`config.mk`:
```
export PLATFORM = sky130hd
export DESIGN_NAME = teclado_senha_flat
export DESIGN_NICKNAME = d
export VERILOG_FILES = /design/src/rtl/teclado_senha_if.sv /design/src/rtl/teclado_senha.sv /design/src/flat_wrapper.sv
export SDC_FILE = /design/constraint.sdc
export NUM_CORES = 1
export LEC_CHECK = 0
export CAP_MARGIN = 20
export CORE_ASPECT_RATIO = 1.5
export CORE_MARGIN = 5
export CORE_UTILIZATION = 45
export CTS_CLUSTER_DIAMETER = 50
export CTS_CLUSTER_SIZE = 10
export DETAILED_ROUTE_END_ITERATION = 16
export PLACE_DENSITY = 0.68
export SETUP_SLACK_MARGIN = 0.1
export SYNTH_ARGS = -nofsm -noshare
export SYNTH_HDL_FRONTEND = slang
export SYNTH_SLANG_ARGS = --single-unit
export TNS_END_PERCENT = 50
```
`constraint.sdc`:
```
create_clock -name clock -period 2.8 [get_ports clock]
set_input_delay 0.28 -clock clock [delete_from_list [all_inputs] [get_ports clock]]
set_output_delay 0.28 -clock clock [all_outputs]
set_load 0.005 [all_outputs]
```
`src/rtl/teclado_senha_if.sv`:
```
// teclado_senha_if: button/lock-side signal bundle for the keypad front end.
//   master  : drives bit_in, bit_stb, limpar, resp_ok, resp_erro;
//             observes senha_out, senha_valida, aberto, bloqueado, tentativas, nbits
//   slave   : the keypad controller side (mirror of master)
interface teclado_senha_if #(
    parameter int BITS = 6
);
    logic            bit_in;
    logic            bit_stb;
    logic            limpar;
    logic            resp_ok;
    logic            resp_erro;
    logic [BITS-1:0] senha_out;
    logic            senha_valida;
    logic            aberto;
    logic            bloqueado;
    logic [2:0]      tentativas;
    logic [2:0]      nbits;

    modport master (
        output bit_in, bit_stb, limpar, resp_ok, resp_erro,
        input  senha_out, senha_valida, aberto, bloqueado, tentativas, nbits
    );

    modport slave (
        input  bit_in, bit_stb, limpar, resp_ok, resp_erro,
        output senha_out, senha_valida, aberto, bloqueado, tentativas, nbits
    );
endinterface

```
`src/rtl/teclado_senha.sv`:
```
// teclado_senha: entry-side front end of the serial-check lock.
// Collects a BITS-wide code LSB first, presents it with a one-cycle valid
// strobe, waits for the lock's verdict and applies a timed lockout after
// MAX_TENTATIVAS consecutive failures.
//   clock    : system clock, rising edge
//   reset_n  : synchronous reset, active-high
//   bus      : teclado_senha_if.slave (button inputs, verdict inputs, status outputs)
//
// state    | meaning
// COLETA   | collecting code bits from the buttons
// ENVIA    | one cycle: senha_out complete, senha_valida high
// ESPERA   | waiting for green/red verdict or timeout
// LIBERADO | unlocked, held until limpar
// BLOQUEIO | lockout after too many failures
module teclado_senha #(
    parameter int BITS            = 6,
    parameter int MAX_TENTATIVAS  = 3,
    parameter int BLOQUEIO_CICLOS = 16,
    parameter int TIMEOUT_CICLOS  = 32
) (
    input  logic           clock,
    input  logic           reset_n,
    teclado_senha_if.slave bus
);
    localparam logic [2:0] COLETA   = 3'd0;
    localparam logic [2:0] ENVIA    = 3'd1;
    localparam logic [2:0] ESPERA   = 3'd2;
    localparam logic [2:0] LIBERADO = 3'd3;
    localparam logic [2:0] BLOQUEIO = 3'd4;

    // Limits of 1 would give a zero-width counter, so keep at least one bit.
    localparam int TW = (TIMEOUT_CICLOS  > 1) ? $clog2(TIMEOUT_CICLOS)  : 1;
    localparam int BW = (BLOQUEIO_CICLOS > 1) ? $clog2(BLOQUEIO_CICLOS) : 1;

    localparam logic [TW-1:0] TMO_FIM = TW'(TIMEOUT_CICLOS - 1);
    localparam logic [BW-1:0] BLQ_FIM = BW'(BLOQUEIO_CICLOS - 1);
    localparam logic [2:0]    MAX_T   = 3'(MAX_TENTATIVAS);
    localparam logic [2:0]    NB_FIM  = 3'(BITS - 1);

    logic [2:0]      r_state;
    logic [BITS-1:0] r_senha;
    logic [2:0]      r_nbits;
    logic [2:0]      r_tent;
    logic [TW-1:0]   r_tmo;
    logic [BW-1:0]   r_blq;
    logic [2:0]      w_tent_prox;

    assign w_tent_prox = r_tent + 3'd1;

    always_ff @(posedge clock) begin
        if (reset_n) begin
            r_state <= COLETA;
            r_senha <= '0;
            r_nbits <= '0;
            r_tent  <= '0;
            r_tmo   <= '0;
            r_blq   <= '0;
        end else begin
            case (r_state)
                COLETA: begin
                    if (bus.limpar) begin
                        r_senha <= '0;
                        r_nbits <= '0;
                    end else if (bus.bit_stb) begin
                        r_senha[r_nbits] <= bus.bit_in;
                        if (r_nbits == NB_FIM) begin
                            r_nbits <= '0;
                            r_state <= ENVIA;
                        end else begin
                            r_nbits <= r_nbits + 3'd1;
                        end
                    end
                end
                ENVIA: begin
                    r_tmo   <= '0;
                    r_state <= ESPERA;
                end
                ESPERA: begin
                    // erro has priority over ok when both LEDs are lit
                    if (bus.resp_erro || (r_tmo == TMO_FIM)) begin
                        r_tent <= w_tent_prox;
                        if (w_tent_prox == MAX_T) begin
                            r_blq   <= '0;
                            r_state <= BLOQUEIO;
                        end else begin
                            r_senha <= '0;
                            r_state <= COLETA;
                        end
                    end else if (bus.resp_ok) begin
                        r_tent  <= '0;
                        r_state <= LIBERADO;
                    end else begin
                        r_tmo <= r_tmo + TW'(1);
                    end
                end
                LIBERADO: begin
                    if (bus.limpar) begin
                        r_senha <= '0;
                        r_state <= COLETA;
                    end
                end
                BLOQUEIO: begin
                    if (r_blq == BLQ_FIM) begin
                        r_tent  <= '0;
                        r_state <= COLETA;
                    end else begin
                        r_blq <= r_blq + BW'(1);
                    end
                end
                default: r_state <= COLETA;
            endcase
        end
    end

    assign bus.senha_out    = r_senha;
    assign bus.nbits        = r_nbits;
    assign bus.tentativas   = r_tent;
    assign bus.senha_valida = (r_state == ENVIA);
    assign bus.aberto       = (r_state == LIBERADO);
    assign bus.bloqueado    = (r_state == BLOQUEIO);
endmodule

```
`src/flat_wrapper.sv`:
```
// flat-port wrapper written by rule: the top's interface ports become plain ports
module teclado_senha_flat 
#(
    parameter int BITS            = 6,
    parameter int MAX_TENTATIVAS  = 3,
    parameter int BLOQUEIO_CICLOS = 16,
    parameter int TIMEOUT_CICLOS  = 32
)
  (clock, reset_n, bus_bit_in, bus_bit_stb, bus_limpar, bus_resp_ok, bus_resp_erro, bus_senha_out, bus_senha_valida, bus_aberto, bus_bloqueado, bus_tentativas, bus_nbits);
  teclado_senha_if #(.BITS(BITS)) bus_i ();
  input  logic clock;
  input  logic reset_n;
  input wire logic [$bits(bus_i.bit_in)-1:0] bus_bit_in;
  input wire logic [$bits(bus_i.bit_stb)-1:0] bus_bit_stb;
  input wire logic [$bits(bus_i.limpar)-1:0] bus_limpar;
  input wire logic [$bits(bus_i.resp_ok)-1:0] bus_resp_ok;
  input wire logic [$bits(bus_i.resp_erro)-1:0] bus_resp_erro;
  output wire logic [$bits(bus_i.senha_out)-1:0] bus_senha_out;
  output wire logic [$bits(bus_i.senha_valida)-1:0] bus_senha_valida;
  output wire logic [$bits(bus_i.aberto)-1:0] bus_aberto;
  output wire logic [$bits(bus_i.bloqueado)-1:0] bus_bloqueado;
  output wire logic [$bits(bus_i.tentativas)-1:0] bus_tentativas;
  output wire logic [$bits(bus_i.nbits)-1:0] bus_nbits;
  assign bus_i.bit_in = bus_bit_in;
  assign bus_i.bit_stb = bus_bit_stb;
  assign bus_i.limpar = bus_limpar;
  assign bus_i.resp_ok = bus_resp_ok;
  assign bus_i.resp_erro = bus_resp_erro;
  assign bus_senha_out = bus_i.senha_out;
  assign bus_senha_valida = bus_i.senha_valida;
  assign bus_aberto = bus_i.aberto;
  assign bus_bloqueado = bus_i.bloqueado;
  assign bus_tentativas = bus_i.tentativas;
  assign bus_nbits = bus_i.nbits;
  teclado_senha #(.BITS(BITS), .MAX_TENTATIVAS(MAX_TENTATIVAS), .BLOQUEIO_CICLOS(BLOQUEIO_CICLOS), .TIMEOUT_CICLOS(TIMEOUT_CICLOS)) u_core (.clock(clock), .reset_n(reset_n), .bus(bus_i));
endmodule
```
==> run metrics, run 1 <==
status finished clean; Seq cells post-synth 24; # diodes 0; post-DR wirelength/cell 15.0 um; Max transition margin 0.661; Seq/Total Area, Yosys 0.350; CP arrival 2350 ps; Worst setup SP type flip-flop; Placed Instances 216; dpl ws 611 ps; Syn Nets 176; switching share of power 0.203; die area 4280 um2; CTS Hold Bufs 0; Post-Layout Cell Count 220; commonest non-fill, non-tap cell in the layout dfxtp_1; Overflow after GRT 0; H-tree lvl count 1; crit path from u_core.r_tmo[0]; Layout area overhead 21.4%; most frequent cells in the layout 24 x dfxtp_1, 21 x clkdlybuf4s50_1, 14 x a21oi_1; core area 2910 um2; share of cells above drive strength 1 0.0994; # fillers 284; Setup TNS 0 ps; first-pass GRT wire length 5470 um; cells taking the most area after synthesis dfxtp_1 35%, a21oi_1 5.1%, ha_1 4.6%; worst r2r src u_core.r_tmo[0]; number of cell rows 24; die height 77.6 um; Pins Over Slew Limit 0; syn_area_per_cell 8.37 um2; Hold Path Class reg2reg; Crit Path Category reg2reg; clk sink count 24; IO buf count 21; final setup fails 0; period utilization 0.780; Hold Vio Cnt, Final 0; power share of the clock group 0.438; vias in the first global route 1,241; maximum vdd drop 0.296 mV; synth warn 0; CTS root buf clkbuf_8; NetSw 0.000141 W; CTS tree done; Post-Syn Area 1370 um2; largest net degree at the start of global routing 17; Data required, critical path 2960 ps; RSZ-0062 raised after global routing false; post-CTS setup buffer count 0; max frequency 458 MHz; Setup crit end kind flip-flop; Distinct cells, synth 43; Logic pwr share 0.066; Nets 194; number of vias per cell 5.87; post-synth top area share 0.350; Pwr Density 417 nW/um2; via count 1,292; routability cong. 0.829; sequential power share 0.496; total chip power 0.000695 W; final WL 3310 um; area leader, netlist dfxtp_1; Worst Max-Slew Pin Slew 507 ps; Post-synth EDFFs 0; # Max-Cap Violations 0; CTS Buffer Depth 2; Hold Startpoint u_core.bus.senha_out[2]; LEAKAGE 0.629 nW; worst-path maximum fanout 4; dominant synthesized flop cell dfxtp_1; Gate Count Post-Synth 164; Max Clock Skew 4.65 ps; drc violations 0; Tmin final 2180 ps; Skew-Pair Late Insertion Delay 270 ps; R2R setup slack 620 ps; post-route ant nets 0; clock transition at the registers of the reported paths 90 ps; initial antenna violation count 0; die width 55.1 um; ys async rst share 0; Pre-Repair DR Iteration Count 4; post-detail-place hpwl 2600 um; Num CTS Buffers 3; min setup slack post-route 616 ps; Cell Int Power 0.000554 W; Initial DRC Count 37; # IOs 22; Tot GR Track Use 0.169; CTS resizes 0; Initial Util 0.471
==> cell usage after synthesis (3+ instances only) <==
cell type	number
dfxtp_1	24
a21oi_1	14
nand2_1	13
nor2_1	12
nor3_1	10
a211oi_1	6
clkbuf_1	6
ha_1	5
inv_1	5
o21ai_1	5
nand3_1	4
nor2b_1	4
o31ai_1	4
or3_1	4
and3_1	3
mux2_2	3
nand3b_1	3
nor3b_2	3
==> registers in the layout, summed over array words and instances, names as in the netlist <==
register and cells:
u_core.r_state 3, u_core.r_tmo 5, u_core.r_blq 4, u_core.bus.nbits 3, u_core.bus.tentativas 3, u_core.bus.senha_out 6
==> area by class of cell <==
class | count | area [um2] | area share
well taps | 39 | 48.8 | 0.0293
multi-input cells | 125 | 822 | 0.493
clock inverters | 1 | 30.0 | 0.0180
inverters | 5 | 18.8 | 0.0113
clock buffers | 3 | 41.3 | 0.0248
repair buffers | 23 | 225 | 0.135
flip-flops and latches | 24 | 480 | 0.288
==> cells by family (layout without fill, tap and decap cells) <==
family / count (synthesis) / count (layout) / share of synthesized area
flops: 24 / 24 / 0.350
fa+ha+maj: 5 / 5 / 0.0456
buf+inv: 15 / 32 / 0.0511
xor+xnor: 2 / 2 / 0.0128
compound gates: 44 / 44 / 0.220
simple gates: 71 / 71 / 0.296
mux: 3 / 3 / 0.0246
==> final timing paths <==
check | endpoint | cells after the start
max | u_core.bus.tentativas[1] | 7
min reg2reg | u_core.bus.senha_out[2] | 2
min | u_core.bus.senha_out[2] | 2
max reg2reg | u_core.bus.tentativas[1] | 7
==> metrics by stage <==
step | util | hold slack (ps) | area [um2]
4_1_cts | 0.572 | 477 | 1670
5_1_grt | 0.572 | 500 | 1670
6_report | 0.572 | 471 | 1670
3_5_place_dp | 0.548 | 464 | 1600
3_3_place_gp | 0.548 | 453 | 1600
2_1_floorplan | - | 436 | 1370
==> worst max-delay path, stage by stage, from the launching register on <==
cell	delay [ps]
dfxtp_1	340
ha_1	210
and3_1	180
ha_1	230
nor3_1	430
a22oi_1	160
o21ai_1	170
mux2_2	360
==> layer usage <==
metal | up-vias | routed length [um] | GRT usage | part of all wire
met5 | - | 0 | 0 | 0
met3 | 8 | 132 | 0.0230 | 0.040
met1 | 609 | 1360 | 0.189 | 0.41
met2 | 38 | 1740 | 0.300 | 0.53
met4 | 0 | 80 | 0.0754 | 0.024
li1 | 637 | - | - | -
==> power by group through the flow <==
stage                     clock, W  combinational (W)  sequential (W)
after floorplan                  0          0.0000268        0.000352
after global placement           0          0.0000439        0.000353
after detailed placement         0          0.0000451        0.000353
after CTS                 0.000316          0.0000453        0.000345
after global routing      0.000324          0.0000494        0.000346
final                     0.000305          0.0000456        0.000345
No activity file was read; power rests on OpenSTA's default activity.
==> run 2, diff against run 1 <==
==> constraint.sdc (replaced) <==
create_clock -name clock -period 2.25 [get_ports clock]
set_input_delay 0.225 -clock clock [delete_from_list [all_inputs] [get_ports clock]]
set_output_delay 0.225 -clock clock [all_outputs]
set_load 0.005 [all_outputs]
==> run metrics, run 2 (same netlist as run 1, synthesis figures left out) <==
drc violations 0 (unchanged); Worst Hold Slack 472 ps (was 471 ps); initial antenna violation count 0 (unchanged); status finished clean (unchanged); Pwr Density 468 nW/um2 (was 417 nW/um2); max frequency 492 MHz (was 458 MHz); Overflow after GRT 0 (unchanged); R2R setup slack 220 ps (was 620 ps); via count 1,276 (was 1,292); H-tree lvl count 1 (unchanged); IO buf count 21 (unchanged); LEAKAGE 0.633 nW (was 0.629 nW); vias in the first global route 1,293 (was 1,241); Worst Max-Slew Pin Slew 418 ps (was 507 ps); Pre-Repair DR Iteration Count 4 (unchanged); Pins Over Slew Limit 0 (unchanged); CTS Buffer Depth 2 (unchanged); Skew-Pair Late Insertion Delay 270 ps (about the same); post-CTS setup buffer count 0 (unchanged); # diodes 0 (unchanged); Layout area overhead 21.4% (unchanged); Hold Path Class reg2reg (unchanged); CTS root buf clkbuf_8 (unchanged); die height 77.6 um (unchanged); final WL 3320 um (was 3310 um); Worst setup SP type flip-flop (unchanged); number of vias per cell 5.75 (was 5.87); Data required, critical path 2450 ps (was 2960 ps); period utilization 0.904 (was 0.780); Setup TNS 0 ps (unchanged); Nets 196 (was 194); Hold Vio Cnt, Final 0 (unchanged); Crit Path Category reg2reg (unchanged); clock transition at the registers of the reported paths 80 ps (was 90 ps); post-route ant nets 0 (unchanged); maximum vdd drop 0.285 mV (was 0.296 mV); crit path from u_core.r_tmo[0] (unchanged); total chip power 0.000780 W (was 0.000695 W); # Max-Cap Violations 0 (unchanged); Initial Util 0.471 (unchanged); max FFs per register 6 (unchanged); CTS tree done (unchanged); worst r2r src u_core.r_tmo[0] (unchanged); routability cong. 0.818 (was 0.829); Tmin final 2030 ps (was 2180 ps); die area 4280 um2 (unchanged); share of cells above drive strength 1 0.115 (was 0.0994); Initial DRC Count 61 (was 37); number of cell rows 24 (unchanged); Hold Startpoint u_core.bus.senha_out[0] (was u_core.bus.senha_out[2]); CP arrival 2230 ps (was 2350 ps); clk sink count 24 (unchanged); first-pass GRT wire length 5650 um (was 5470 um); post-DR wirelength/cell 15.0 um (about the same); core area 2910 um2 (unchanged); Setup crit end kind flip-flop (unchanged); Max Clock Skew 4.68 ps (was 4.65 ps); largest net degree at the start of global routing 18 (was 17); most frequent cells in the layout 23 x dfxtp_1, 21 x clkdlybuf4s50_1, 14 x a21oi_1 (was 24 x dfxtp_1, 21 x clkdlybuf4s50_1, 14 x a21oi_1); # IOs 22 (unchanged); fin util 0.572 (unchanged); Max transition margin 0.721 (was 0.661); worst-path maximum fanout 7 (was 4); die width 55.1 um (unchanged); Tot GR Track Use 0.170 (was 0.169); RSZ-0062 raised after global routing true (was false); final setup fails 0 (unchanged); post-detail-place hpwl 2600 um (about the same); Num CTS Buffers 3 (unchanged); commonest non-fill, non-tap cell in the layout dfxtp_1 (unchanged)
## run 2: cell types whose count changed in the layout (fill, tap and decap cells not counted), sizes merged
cell	before	now
buf	2	4
bufinv	1	0
clkbuf	3	4
## run 2: metal layers
metal,wire [um],share of wire,track usage
met1,1320,0.40,0.191
met2,1810,0.55,0.309
met3,146,0.044,0.0249
met4,44,0.013,0.0560
met5,0,0,0
## run 2: cell type report
type                    count  area, um2
fillers                   281       1250
flip-flops and latches     24        482
inverters                   5       18.8
clock buffers               4       55.1
well taps                  39       48.8
repair buffers             25        240
multi-input cells         125        822
## run 2: per-stage QoR
step	worst slack, ps	instance area (um2)	std cells
final	216	1670	222
after global routing	68.6	1670	222
after CTS	169	1670	222
after detailed placement	230	1610	218
after global placement	289	1610	218
after floorplan	245	1370	164
## run 2: power by group
part,switching [W],leakage (nW),total (W),internal (W)
sequential,0.00000329,0.194,0.000430,0.000426
clock,0.000135,0.0288,0.000291,0.000156
combinational,0.0000314,0.410,0.0000590,0.0000276
## run 2: timing repair
action / 4_1_cts / 5_1_grt
endpoints found under the setup margin: 0 / 5
hold buffers: 0 / 0
resized for setup: 0 / 1
## run 2: final timing paths
check                                 end  cells past startpoint
setup / recovery          u_core.r_tmo[3]                      8
hold / removal    u_core.bus.senha_out[0]                      2
setup reg to reg          u_core.r_tmo[3]                      8
hold reg to reg   u_core.bus.senha_out[0]                      2
## run 2: worst max-delay path: stages, from the launching register on
cell,delay (ps)
dfxtp_1,340
ha_1,210
and3_1,190
ha_1,230
nor3_1,240
buf_4,170
a21oi_2,100
or3_1,360
a21oi_1,140
